$ cat config.mk
export PLATFORM = sky130hd
export DESIGN_NAME = alu_input_stage
export DESIGN_NICKNAME = d
export VERILOG_FILES = /design/src/rtl/alu_input_stage.sv
export SDC_FILE = /design/constraint.sdc
export NUM_CORES = 1
export LEC_CHECK = 0
export CAP_MARGIN = 20
export CORE_MARGIN = 5
export CORE_UTILIZATION = 48
export DETAILED_ROUTE_END_ITERATION = 10
export GPL_TIMING_DRIVEN = 0
export PLACE_DENSITY = 0.73
export SLEW_MARGIN = 10
export SYNTH_ARGS = -nofsm -noshare
export SYNTH_HDL_FRONTEND = slang
export SYNTH_SLANG_ARGS = --single-unit
export TNS_END_PERCENT = 30
$ cat constraint.sdc
create_clock -name clk -period 3.5 [get_ports clk]
set_input_delay 1.05 -clock clk [delete_from_list [all_inputs] [get_ports clk]]
set_output_delay 1.05 -clock clk [all_outputs]
set_load 0.005 [all_outputs]
$ cat src/rtl/alu_input_stage.sv
// alu_input_stage: synchronise the active-low ALU switches and EXEC button, debounce EXEC, and capture operands on each clean press.
// Defining ALU_IN_AUTOREPEAT_EN re-captures the operands every REPEAT_MAX clocks while EXEC stays held.
module alu_input_stage #(
    parameter int DEB_MAX    = 15,
    parameter int CNT_W      = 8,
    parameter int REPEAT_MAX = 200
) (
    input  logic       clk,
    input  logic       rst,
    input  logic [3:0] opcode_n,
    input  logic [3:0] a_n,
    input  logic [3:0] b_n,
    input  logic       exec_n,
    output logic [3:0] opcode,
    output logic [3:0] a,
    output logic [3:0] b,
    output logic       load,
    output logic       busy,
    output logic [3:0] press_count
);
    typedef enum logic [1:0] {IDLE, PRESS, HELD, RELEASE} state_t;

    localparam logic [CNT_W-1:0] DEB_LAST = CNT_W'(DEB_MAX);
`ifdef ALU_IN_AUTOREPEAT_EN
    localparam logic [CNT_W-1:0] REP_LAST = CNT_W'(REPEAT_MAX - 1);
`endif

    // The counter is shared by debounce and auto-repeat, so it must hold both limits.
    if ((2 ** CNT_W) - 1 < DEB_MAX || (2 ** CNT_W) - 1 < REPEAT_MAX) begin : g_cnt_w_check
        $error("alu_input_stage: CNT_W too small for DEB_MAX/REPEAT_MAX");
    end

    state_t           state_q, state_d;
    logic [12:0]      sync1_q, sync2_q;
    logic [CNT_W-1:0] cnt_q, cnt_d;
    logic [3:0]       op_q, op_d, a_q, a_d, b_q, b_d, pc_q, pc_d;
    logic             load_q, busy_q;
    logic             ex, capture;
    logic [3:0]       sw_op, sw_a, sw_b;

    assign ex = sync2_q[12];
    assign {sw_op, sw_a, sw_b} = ~sync2_q[11:0];

    always_comb begin
        state_d = state_q;
        cnt_d   = cnt_q;
        capture = 1'b0;
        case (state_q)
            IDLE: begin
                if (!ex) begin
                    state_d = PRESS;
                    cnt_d   = '0;
                end
            end
            PRESS: begin
                if (ex) begin
                    state_d = IDLE;
                end else if (cnt_q == DEB_LAST) begin
                    capture = 1'b1;
                    state_d = HELD;
                    cnt_d   = '0;
                end else begin
                    cnt_d = cnt_q + CNT_W'(1);
                end
            end
            HELD: begin
                if (ex) begin
                    state_d = RELEASE;
                    cnt_d   = '0;
                end
`ifdef ALU_IN_AUTOREPEAT_EN
                else if (cnt_q == REP_LAST) begin
                    capture = 1'b1;
                    cnt_d   = '0;
                end else begin
                    cnt_d = cnt_q + CNT_W'(1);
                end
`endif
            end
            RELEASE: begin
                if (!ex) begin
                    state_d = HELD;
                    cnt_d   = '0;
                end else if (cnt_q == DEB_LAST) begin
                    state_d = IDLE;
                end else begin
                    cnt_d = cnt_q + CNT_W'(1);
                end
            end
            default: state_d = IDLE;
        endcase
    end

    assign op_d = capture ? sw_op : op_q;
    assign a_d  = capture ? sw_a : a_q;
    assign b_d  = capture ? sw_b : b_q;
    assign pc_d = pc_q + {3'b000, capture};

    always_ff @(posedge clk) begin
        if (rst) begin
            sync1_q <= '1;
            sync2_q <= '1;
            state_q <= IDLE;
            cnt_q   <= '0;
            op_q    <= '0;
            a_q     <= '0;
            b_q     <= '0;
            pc_q    <= '0;
            load_q  <= 1'b0;
            busy_q  <= 1'b0;
        end else begin
            sync1_q <= {exec_n, opcode_n, a_n, b_n};
            sync2_q <= sync1_q;
            state_q <= state_d;
            cnt_q   <= cnt_d;
            op_q    <= op_d;
            a_q     <= a_d;
            b_q     <= b_d;
            pc_q    <= pc_d;
            load_q  <= capture;
            busy_q  <= (state_d != IDLE);
        end
    end

    assign opcode      = op_q;
    assign a           = a_q;
    assign b           = b_q;
    assign load        = load_q;
    assign busy        = busy_q;
    assign press_count = pc_q;
endmodule

# == Yosys cells after proc, flatten, opt, wreduce, memory -nomap -nowiden ==
# Cells that the tools add are included.
# totals
out_inout_bits,18
elab_cells,41
register_bits,54
input_bits,15
# classes
n_eq_ne,8
n_reduce_logical,3
n_bitwise,1
muxes,17
add_sub_neg,2
# ops
op,count
$mux 8,6
$pmux 8 s4,1
$mux 2,6
$not 12->12,1
$add 8x1->8 const B,1
$eq 8x4->1 const B,1
$pmux 2 s4,1
$ne 2x2->1 const B,3
$add 4x1->4,1
$eq 2x2->1 const B,2
$reduce_and 4->1,1
$mux 1,3
$ne 3x3->1 const B,1
$eq 2x1->1 const B,1
$logic_not 2->1,1
$reduce_bool 2->1,1

# == Logic depth before layout (Yosys ltp) ==
# depth
depth_word,5
ltp_mapped,8
ltp_nobuf,7

# == Least setup slack after synthesis ==
# No wires, ideal clock.
# synth_path
path_kind,flip-flop to flip-flop
from,register cnt_q[4]
to,"register pc_q[1], in the netlist press_count[1]"
setup_ns,0.126
period_less_slack_ns,2.231
arrival_time_ns,2.105
path_stages_with_launch,8
setup_slack_ns,1.269
required_ns,3.374
n_path_buf,2
cell_sequence,dfxtp_1 or4_1 buf_2 nor4_4 buf_4 ha_1 ha_1 nor2b_1
# synth_via
elab_chain_cells,5
# synth_lines
item,line,text
"start, declared",35,"logic [CNT_W-1:0] cnt_q, cnt_d;"
"start signal, assigned",115,cnt_q <= cnt_d;
$eq 8x4->1,58,end else if (cnt_q == DEB_LAST) begin
$mux 1,58,
$mux 1,56,if (ex) begin
$mux 1,48,case (state_q)
net capture,38,"logic ex, capture;"
$add 4x1->4,97,"assign pc_d = pc_q + {3'b000, capture};"
net pc_d[1],36,"logic [3:0] op_q, op_d, a_q, a_d, b_q, b_d, pc_q, pc_d;"
"end signal, assigned",119,pc_q <= pc_d;
"end, declared",36,
# The timed path passes the listed nets, and every way through them passes these cells.
# A chain may end at the register's enable or synchronous reset.

# == Worst setup path in the final report ==
# Ends and elaborated chain as after synthesis.

==> impl_metrics.csv <==
group,metric,value,unit
placement,dp_hpwl,2.610,mm
floorplanning,core_area,4000,sq um
worst_setup_path,path_class,"reg2reg",
floorplanning,io_pins,33,
worst_setup_path,required,3.68,ns
timing,maxSlewHeadroom,0.5972,
final_layout,num_antenna_cells,0,
clock_tree,clockRootBuffer,"clkbuf_8",
final_layout,drive_gt1_frac,0.2026,
timing,worst_pin_slew,0.6042,ns
route,routed-via-count,1453,
worst_setup_path,startpoint_type,"flop",
floorplanning,die_y,74.18,um
run,max_cap_viol_count,0,
timing,fmax,400.8,MHz
timing,clock_skew,0.007435,ns
worst_setup_path,crit_top_cell,"ha_1",
clock_tree,postCtsHoldBufs,0,
placement,pre_cts_slack,1.007,ns
floorplanning,num_rows,23,
route,drc,0,
grt,overflow,0,
final_layout,multi_input_comb_area,830.8,sq um
clock_tree,clock-sinks,54,
timing,finalMaxSlewViolations,0,
placement,io_buffers,31,
clock_tree,worstSkewPairLatency,0.31,ns
clock_tree,numCtsBuffers,5,
grt,first_global_vias,1272,
clock_tree,cts.repair.resized,0,
worst_setup_path,end_kind,"flop",
grt,grt_start_max_net_pins,18,
power,p_sw_frac,0.2002,
status,outcome,"complete, no violations",
clock_tree,post_cts_buffers,0,
route,drt-initial-drc-count,65,
timing,setup_violations,0,
grt,grt-busiest-layer,"met2",
worst_setup_path,critPathBufInv,2,
grt,grtUsageMet3,0.04730,
power,clkPwrFrac,0.388,
route,routed_wirelength,3.645,mm
power,leakage,0.8610,nW
route,firstDrtPassIters,4,
synthesis,ys_ff_latch,54,
synthesis,synth_fp_nets,211,
power,p_seq_frac,0.570,
placement,dpl.cell_count,274,
worst_setup_path,cpPeakStageDelay,0.52,ns
grt,grt_usage,0.1426,
grt,grt_pass1_wl,5.913,mm
clock_tree,cts_tree,"done",
placement,gp_congestion,0.8314,
power,power_density,450.9,nW/um^2
floorplanning,start_util,0.4942,
power,ir_drop,324.4,uV
synthesis,synth_edf_count,0,
grt,antenna_found_initial,0,
route,antenna_left,0,
final_layout,syn_to_final_growth,25.00,%
synthesis,syn_inst,193,
timing,layout_setup_ws,1.005,ns
synthesis,synth_ff_type,"dfxtp_1",
synthesis,async_reset_ff_frac,0,
final_layout,fin_nets,249,
power,internal-power,891.2,uW
worst_setup_path,cp_slowest_cell,"or4_1",
floorplanning,die_w,74.18,um
worst_setup_path,cp.arrival,2.68,ns
timing,tns,0,ns
synthesis,syn_area,1977,sq um
final_layout,n_fill_cell,341,
final_layout,regArea,1081,sq um
final_layout,fin_cells,282,
worst_setup_path,path_cells,"or4_1, buf_2, nor4_4, buf_4, ha_1, ha_1, nor2b_1",
timing,rsz0062_at_grt,"false",
grt,use_met2,0.2185,
floorplanning,die_area,5502,sq um
route,routedWlPerCell,12.93,um
worst_setup_path,crit_family,"simple AND/OR/NAND/NOR gates",
grt,grtUsageMet1,0.1866,
clock_tree,clk_transition_reported_paths,0.10,ns
synthesis,avgSynthCellArea,10.24,sq um
min_path,hold_path.class,"reg2reg",
worst_setup_path,cp_max_fo,10,
route,vias_per_cell,5.152,
clock_tree,cts_buffer_depth,2,
power,switchingPower,223.0,uW
timing,finalCriticalPeriod,2.495,ns
clock_tree,htreeDepth,2,
timing,hold_violations,0,
timing,fin_crit_sh,0.7129,
synthesis,synth_cell_types,39,
power,p_total,1.114,mW
power,pwr-share-comb,0.042,
synthesis,ys_warn_count,0,
synthesis,synth_seq_area_share,0.5468,
## Yosys cell counts, types with 2 or more instances
| library cell | instances | area (sq um) |
|---|---|---|
| nand4_1 | 3 | 18.77 |
| inv_1 | 3 | 11.26 |
| nor2b_1 | 8 | 50.05 |
| ha_1 | 3 | 37.54 |
| nand3_1 | 4 | 20.02 |
| o21ai_0 | 8 | 40.04 |
| o21bai_1 | 2 | 15.01 |
| clkbuf_1 | 7 | 26.28 |
| or3_1 | 3 | 18.77 |
| a211oi_2 | 6 | 75.07 |
| nand2_1 | 2 | 7.510 |
| mux2i_1 | 2 | 20.02 |
| or4_1 | 2 | 15.01 |
| a21oi_1 | 7 | 35.03 |
| nor4_1 | 3 | 18.77 |
| nor2_1 | 20 | 75.07 |
| dfxtp_1 | 54 | 1081 |
| xnor2_1 | 2 | 17.52 |
| xor2_1 | 2 | 17.52 |
| a211oi_1 | 7 | 52.55 |
| or2_2 | 27 | 168.9 |
## power by group through the flow
| stage | logic [mW] | clock network [mW] | registers [mW] |
|---|---|---|---|
| 5_1_grt | 0.0524 | 0.471 | 0.636 |
| 2_1_floorplan | 0.0260 | 0 | 0.648 |
| 3_3_place_gp | 0.0463 | 0 | 0.648 |
| 4_1_cts | 0.0478 | 0.447 | 0.635 |
| 3_5_place_dp | 0.0477 | 0 | 0.649 |
| 6_report | 0.0472 | 0.432 | 0.635 |
## cell type report
type / count / area share
plain buffers: 11 / 0.02177
clock buffers: 6 / 0.03342
clock inverters: 2 / 0.01570
inverters: 3 / 0.004557
multi-input cells: 125 / 0.3362
flip-flops and latches: 54 / 0.4375
well taps: 50 / 0.02532
repair buffers: 31 / 0.1256
## cell families (layout without fill, tap and decap cells)
logic type | Yosys count | count (layout) | synth area share
AOI/OAI and AO/OA | 38 | 38 | 0.1462
xor gates and xnor gates | 4 | 4 | 0.01772
muxes | 2 | 2 | 0.01013
buffers and inverters | 14 | 53 | 0.03291
adders and majority gates | 3 | 3 | 0.01899
DFF | 54 | 54 | 0.5468
and+or+nand+nor | 78 | 78 | 0.2272
## layout by cell type (no fill, tap or decap), types with 4 or more instances in the layout
master / instances
a211oi_1: 7
a211oi_2: 6
a21oi_1: 7
clkbuf_1: 7
clkbuf_8: 6
clkdlybuf4s50_1: 31
dfxtp_1: 54
nand3_1: 4
nor2_1: 20
nor2b_1: 8
o21ai_0: 8
or2_2: 27
## path summary, 6_finish.rpt
| path | from | end | slack [ns] | depth (start not counted) |
|---|---|---|---|---|
| worst max-delay path | cnt_q[4] | press_count[1] | 1.00 | 7 |
| worst min-delay path | sync2_q[9] | opcode[1] | 0.41 | 1 |
| worst max register to register | cnt_q[4] | press_count[1] | 1.00 | 7 |
| worst min register to register | sync2_q[9] | opcode[1] | 0.41 | 1 |
## through the flow
| stage | hold WS, ns | cell area [sq um] | util |
|---|---|---|---|
| floorplan | 0.3895 | 1977 | - |
| global placement | 0.3905 | 2350 | 0.5874 |
| detailed placement | 0.3930 | 2350 | 0.5874 |
| CTS | 0.4145 | 2471 | 0.6178 |
| global route | 0.4230 | 2471 | 0.6178 |
| finish | 0.4105 | 2471 | 0.6178 |
## sequential cells by signal, indices dropped and copies added (netlist names)
name and cells:
a 4, opcode 4, busy 1, state_q 2, load 1, b 4
press_count 4, cnt_q 8, sync1_q 13, sync2_q 13
## per-layer routing
layer  vias up  routed length (um)
met2        33                1589
met4         0                  58
li1        747                   -
met3         7                 225
met1       666                1772
met5         -                   0
No activity file was read; power rests on OpenSTA's default activity.
